[config.mk]
export PLATFORM = sky130hd
export DESIGN_NAME = mc_ctrl_fsm
export DESIGN_NICKNAME = d
export VERILOG_FILES = /design/src/rtl/mc_ctrl_fsm.sv
export SDC_FILE = /design/constraint.sdc
export NUM_CORES = 1
export LEC_CHECK = 0
export BUFFER_PORTS_ARGS = -buffer_cell sky130_fd_sc_hd__clkbuf_2
export CELL_PAD_IN_SITES_DETAIL_PLACEMENT = 0
export CELL_PAD_IN_SITES_GLOBAL_PLACEMENT = 1
export CORE_UTILIZATION = 26
export CTS_CLUSTER_SIZE = 24
export DETAILED_ROUTE_END_ITERATION = 8
export PLACE_DENSITY = 0.82
export SETUP_SLACK_MARGIN = 0.5
export SLEW_MARGIN = 20
export SYNTH_ARGS = -nofsm -noshare
export SYNTH_HDL_FRONTEND = slang
export SYNTH_SLANG_ARGS = --single-unit
[constraint.sdc]
create_clock -name clk -period 1.8 [get_ports clk]
set_input_delay 0.27 -clock clk [delete_from_list [all_inputs] [get_ports clk]]
set_output_delay 0.27 -clock clk [all_outputs]
set_load 0.01 [all_outputs]
[src/rtl/mc_ctrl_fsm.sv]
// Multicycle control FSM for the MIPS-subset datapath: sequences fetch, decode and the
// per-class execute phases, and drives every datapath control strobe.
module mc_ctrl_fsm #(
   parameter int unsigned STATE_W  = 4,
   parameter bit          LOGIC_ZX = 1'b1
) (
   input  logic               clk,
   input  logic               rst_n,
   input  logic [5:0]         op,
   input  logic [5:0]         funct,
   input  logic               zero,
   input  logic               mem_ready,
   output logic               pc_write,
   output logic               pc_write_cond,
   output logic               branch_ne,
   output logic               i_or_d,
   output logic               mem_read,
   output logic               mem_write,
   output logic               ir_write,
   output logic               mem_to_reg,
   output logic               reg_dst,
   output logic               reg_write,
   output logic               alu_src_a,
   output logic [1:0]         alu_src_b,
   output logic [1:0]         alu_op,
   output logic [1:0]         pc_src,
   output logic               ext_op,
   output logic               illegal_op,
   output logic [STATE_W-1:0] dbg_state
);

   localparam logic [STATE_W-1:0] StIdle   = STATE_W'(0);
   localparam logic [STATE_W-1:0] StFetch  = STATE_W'(1);
   localparam logic [STATE_W-1:0] StDecode = STATE_W'(2);
   localparam logic [STATE_W-1:0] StMemAdr = STATE_W'(3);
   localparam logic [STATE_W-1:0] StMemRd  = STATE_W'(4);
   localparam logic [STATE_W-1:0] StMemWb  = STATE_W'(5);
   localparam logic [STATE_W-1:0] StMemWr  = STATE_W'(6);
   localparam logic [STATE_W-1:0] StExec   = STATE_W'(7);
   localparam logic [STATE_W-1:0] StAluWb  = STATE_W'(8);
   localparam logic [STATE_W-1:0] StBranch = STATE_W'(9);
   localparam logic [STATE_W-1:0] StIexec  = STATE_W'(10);
   localparam logic [STATE_W-1:0] StIwb    = STATE_W'(11);
   localparam logic [STATE_W-1:0] StJump   = STATE_W'(12);

   localparam logic [5:0] OpRtype = 6'h00;
   localparam logic [5:0] OpJ     = 6'h02;
   localparam logic [5:0] OpBeq   = 6'h04;
   localparam logic [5:0] OpBne   = 6'h05;
   localparam logic [5:0] OpAddi  = 6'h08;
   localparam logic [5:0] OpAndi  = 6'h0C;
   localparam logic [5:0] OpOri   = 6'h0D;
   localparam logic [5:0] OpLw    = 6'h23;
   localparam logic [5:0] OpSw    = 6'h2B;

   localparam logic [5:0] FnAdd = 6'h20;
   localparam logic [5:0] FnSub = 6'h22;
   localparam logic [5:0] FnAnd = 6'h24;
   localparam logic [5:0] FnOr  = 6'h25;
   localparam logic [5:0] FnSlt = 6'h2A;

   logic [STATE_W-1:0] state_q, state_d;

   logic is_rtype, is_load, is_store, is_branch, is_addi, is_logic_imm, is_jump;
   logic funct_ok, op_legal, imm_ext;
   logic [STATE_W-1:0] dispatch;

   // Branch polarity is applied by the datapath; the zero flag never enters this FSM.
   logic unused_zero;
   assign unused_zero = zero;

   // Instruction class decode from the live IR fields.
   always_comb begin
      funct_ok     = (funct == FnAdd) || (funct == FnSub) || (funct == FnAnd) ||
                     (funct == FnOr)  || (funct == FnSlt);
      is_rtype     = (op == OpRtype) && funct_ok;
      is_load      = (op == OpLw);
      is_store     = (op == OpSw);
      is_branch    = (op == OpBeq) || (op == OpBne);
      is_addi      = (op == OpAddi);
      is_logic_imm = (op == OpAndi) || (op == OpOri);
      is_jump      = (op == OpJ);
      op_legal     = is_rtype || is_load || is_store || is_branch || is_addi ||
                     is_logic_imm || is_jump;
      imm_ext      = is_addi ? 1'b1 : !LOGIC_ZX;
   end

   always_comb begin
      dispatch = StFetch;
      if (is_rtype) begin
         dispatch = StExec;
      end else if (is_load || is_store) begin
         dispatch = StMemAdr;
      end else if (is_branch) begin
         dispatch = StBranch;
      end else if (is_addi || is_logic_imm) begin
         dispatch = StIexec;
      end else if (is_jump) begin
         dispatch = StJump;
      end
   end

   always_comb begin
      state_d = state_q;
      case (state_q)
         StIdle:   state_d = StFetch;
         StFetch:  if (mem_ready) state_d = StDecode;
         StDecode: state_d = dispatch;
         StMemAdr: state_d = is_store ? StMemWr : StMemRd;
         StMemRd:  if (mem_ready) state_d = StMemWb;
         StMemWb:  state_d = StFetch;
         StMemWr:  if (mem_ready) state_d = StFetch;
         StExec:   state_d = StAluWb;
         StAluWb:  state_d = StFetch;
         StBranch: state_d = StFetch;
         StIexec:  state_d = StIwb;
         StIwb:    state_d = StFetch;
         StJump:   state_d = StFetch;
         default:  state_d = StFetch;
      endcase
   end

   always_ff @(posedge clk or negedge rst_n) begin
      if (!rst_n) begin
         state_q <= StIdle;
      end else begin
         state_q <= state_d;
      end
   end

   always_comb begin
      pc_write      = 1'b0;
      pc_write_cond = 1'b0;
      branch_ne     = 1'b0;
      i_or_d        = 1'b0;
      mem_read      = 1'b0;
      mem_write     = 1'b0;
      ir_write      = 1'b0;
      mem_to_reg    = 1'b0;
      reg_dst       = 1'b0;
      reg_write     = 1'b0;
      alu_src_a     = 1'b0;
      alu_src_b     = 2'b00;
      alu_op        = 2'b00;
      pc_src        = 2'b00;
      ext_op        = 1'b1;
      illegal_op    = 1'b0;
      case (state_q)
         StFetch: begin
            mem_read  = 1'b1;
            alu_src_b = 2'b01;
            // IR and PC+4 commit only in the cycle the memory completes.
            ir_write  = mem_ready;
            pc_write  = mem_ready;
         end
         StDecode: begin
            alu_src_b  = 2'b11;
            illegal_op = !op_legal;
         end
         StMemAdr: begin
            alu_src_a = 1'b1;
            alu_src_b = 2'b10;
         end
         StMemRd: begin
            mem_read = 1'b1;
            i_or_d   = 1'b1;
         end
         StMemWb: begin
            reg_write  = 1'b1;
            mem_to_reg = 1'b1;
         end
         StMemWr: begin
            mem_write = 1'b1;
            i_or_d    = 1'b1;
         end
         StExec: begin
            alu_src_a = 1'b1;
            alu_op    = 2'b10;
         end
         StAluWb: begin
            reg_write = 1'b1;
            reg_dst   = 1'b1;
         end
         StBranch: begin
            alu_src_a     = 1'b1;
            alu_op        = 2'b01;
            pc_src        = 2'b01;
            pc_write_cond = 1'b1;
            branch_ne     = op[0];
         end
         StIexec: begin
            alu_src_a = 1'b1;
            alu_src_b = 2'b10;
            alu_op    = is_addi ? 2'b00 : 2'b11;
            ext_op    = imm_ext;
         end
         StIwb: begin
            reg_write = 1'b1;
            ext_op    = imm_ext;
         end
         StJump: begin
            pc_src   = 2'b10;
            pc_write = 1'b1;
         end
         default: ;
      endcase
   end

   assign dbg_state = state_q;

endmodule

==> impl_metrics.py <==
metrics = {
    "floorplanning": {
        "core_area_um2": 2020,
        "io_pins": 39,
        "rows": 16,
        "start_util_pct": 28.7,
        "die-area_um2": 2430,
        "dieHeight_um": 49.3,
        "die_w_um": 49.3,
    },
    "power_and_ir_drop": {
        "sw_frac_of_total_pct": 44.4,
        "p_comb_share_pct": 83.2,
        "leakagePower_uw": 0.000678,
        "netSwitchingPower_uw": 825,
        "cellPowerDensity_nw_per_um2": 1300,
        "pwr-share-clk_pct": 5.7,
        "p_int_uw": 1030,
        "peakVddDrop_v": 0.000831,
        "seq_power_share_pct": 11.0,
    },
    "place": {
        "dp_hpwl_um": 1390,
        "dpl_cell_area_um2": 862,
        "port_buffers": 37,
        "gp_congestion": 0.746,
    },
    "critical_path": {
        "slowest_delay_ps": 520,
        "r2r-end": "dbg_state[1]",
        "path_class": "input pin to output port",
        "cpMaxStageDelayCell": "or4_4",
        "r2r_cells": 5,
        "r2r_start": "dbg_state[2]",
        "worstPathArrival_ps": 1580,
        "path_cells": "buf_6 -> or4_4 -> or3_1 -> o21ai_2 -> nor3_1 -> clkbuf_2",
        "cp_data_required_time_ps": 1530,
        "reg2reg_slack_ps": 320,
        "critPathMaxFanout": 2,
        "start_kind": "input pin",
        "end_kind": "output port",
    },
    "synth": {
        "yosysUniqueCellTypes": 36,
        "synth-seq-cells": 4,
        "synth_common_cells": "nor2_1 (13), nand2_1 (7), nand2b_1 (7)",
        "ys.flop_type": "dfrtp_1",
        "yosys.area.top_type_share_pct": 17.2,
        "synth_area_leader_cell": "dfrtp_1",
        "synth_area_um2": 581,
        "avgSynthCellArea_um2": 6.75,
        "async_flop_share_pct": 100,
        "synthTopCellsByArea": "dfrtp_1 (17%), nor2_1 (8.4%), nand2b_1 (7.5%)",
        "synth_fp_nets": 102,
        "synth_enable_flop_cells": 0,
        "yosys.cell_count.top_type": "nor2_1",
        "syn_inst": 86,
        "yosysSeqAreaShare_pct": 17.2,
        "synth_warnings": 0,
    },
    "cts": {
        "clkTransAtPathRegs_ps": 30,
        "cts_root_buf": "clkbuf_4",
        "numCtsBuffers": 3,
        "cts_max_level": 1,
        "cts_tree": "yes",
        "cts_sinks": 4,
        "clk_latency_ps": 230,
        "cts_max_path_buffers": 2,
    },
    "timing": {
        "setup_slack_ps": -53.6,
        "rsz0062_at_grt": "true",
        "finalSetupViolations": 1,
        "period_share_pct": 103,
        "max_freq_mhz": 539,
        "max-slew-margin-rel_pct": 68.6,
        "drv_slew": 0,
        "tightest_slew_ps": 460,
        "layout_min_cycle_time_ps": 1850,
        "finClkSkew_ps": 1.22,
        "hold_viol": 0,
    },
    "layout": {
        "fin_util_pct": 70.5,
        "syn_to_final_growth_pct": 146,
        "fin_area_um2": 1430,
        "largest_reg_flops": 4,
        "nFillCells": 145,
        "drive_gt1_share_pct": 71.2,
        "n_antenna_cell": 0,
        "nNetsFinal": 181,
    },
    "drt": {
        "wl_per_cell_um": 16.0,
        "antenna_left": 0,
        "via_count": 1012,
        "wirelength_um": 3030,
        "vias_per_cell": 5.33,
        "dr.pass1.iters": 4,
        "drc_errors": 0,
        "drt_iter0_drc": 25,
    },
    "global_route": {
        "grt_pass1_vias": 889,
        "overflow": 0,
        "grt_util_all_layers_pct": 21.5,
        "grt_start_max_net_pins": 10,
        "antenna_found_initial": 0,
        "grt_pass1_wl_um": 3980,
    },
    "min_path": {
        "hp-class": "input pin to asynchronous set/reset pin",
    },
    "run_status": {
        "outcome": "finished, violations left",
        "violations": "negative setup slack",
    },
    "job": {
        "maxCapViolations": 0,
    },
}
## cell usage in the layout, fill, tap and decap left out, types with 2 or more instances in the layout
master / netlist / final
a21boi_2: 0 / 3
a21oi_1: 5 / 3
a21oi_2: 0 / 2
buf_2: 0 / 16
buf_4: 3 / 15
buf_6: 0 / 32
clkbuf_2: 0 / 15
clkbuf_4: 0 / 3
dfrtp_2: 0 / 4
inv_1: 2 / 2
nand2_1: 7 / 6
nand2b_1: 7 / 2
nand2b_4: 0 / 5
nand3_1: 2 / 2
nand3b_1: 2 / 2
nor2_1: 13 / 7
nor2_2: 0 / 3
nor2_4: 0 / 3
nor2b_1: 3 / 3
nor3_1: 6 / 2
nor3_2: 0 / 3
o21ai_1: 4 / 4
## power by group through the flow
stage	clock network, µW	registers [µW]	logic [µW]
after floorplan	0	200	536
after global placement	0	282	640
after detailed placement	0	284	647
after CTS	115	193	1220
after global routing	130	205	1630
final	106	205	1550
## critical path, delay by kind of cell
| family | cells | cell delay [ps] |
|---|---|---|
| compound gates | 1 | 150 |
| buf+inv | 2 | 230 |
| simple gates | 3 | 930 |
## worst max path at each step
stage | slack (ps) | from | depth (start not counted) | end
finish | -50 | op[5] | 6 | illegal_op
global placement | -20 | op[5] | 6 | illegal_op
floorplan | 210 | op[5] | 4 | illegal_op
global route | -90 | op[5] | 6 | illegal_op
CTS | -10 | op[5] | 6 | illegal_op
detailed placement | -30 | op[5] | 6 | illegal_op
## repair_timing
item,in CTS,in global routing
gates cloned,0,0
setup endpoints to repair,21,24
gates resized for setup,33,46
endpoints found under the hold margin,4,0
pin swaps,11,8
hold buffers,1,0
buffers inserted,29,9
## cell families (layout without fill, tap and decap cells)
family	Yosys count	after routing	share of synthesized area (%)
AO/OA/AOI/OAI	22	22	25.0
buffers and inverters	7	84	6.47
multiplexers	1	1	1.72
XOR/XNOR	1	1	1.51
AND/OR/NAND/NOR	51	51	48.1
flip-flops	4	4	17.2
## final cells by class
cell class	instances	area, µm²	share of cell area [%]
repair buffers	79	638	44.7
multi-input cells	75	619	43.4
well taps	27	33.8	2.37
inverters	2	7.51	0.526
clock buffers	3	22.5	1.58
flip-flops and latches	4	105	7.37
## metal layers
layer / vias up / GRT usage [%] / share of wire, %
met1: 481 / 24.1 / 41
met5: - / 0 / 0
met3: 12 / 2.49 / 4.7
met2: 45 / 40.4 / 51
li1: 474 / - / -
met4: 0 / 8.82 / 3.0
## metrics by stage
stage	cells	setup WS (ps)	TNS [ps]	power [µW]	hold slack (ps)
final	190	-53.6	-53.6	1860	378
after detailed placement	148	-26.6	-26.6	931	77.1
after floorplan	86	214	0	735	-25.6
after global placement	148	-19.6	-19.6	922	76.6
after global routing	190	-86.3	-114	1960	359
after CTS	181	-11.8	-11.8	1530	367
No activity file was read; power rests on OpenSTA's default activity.
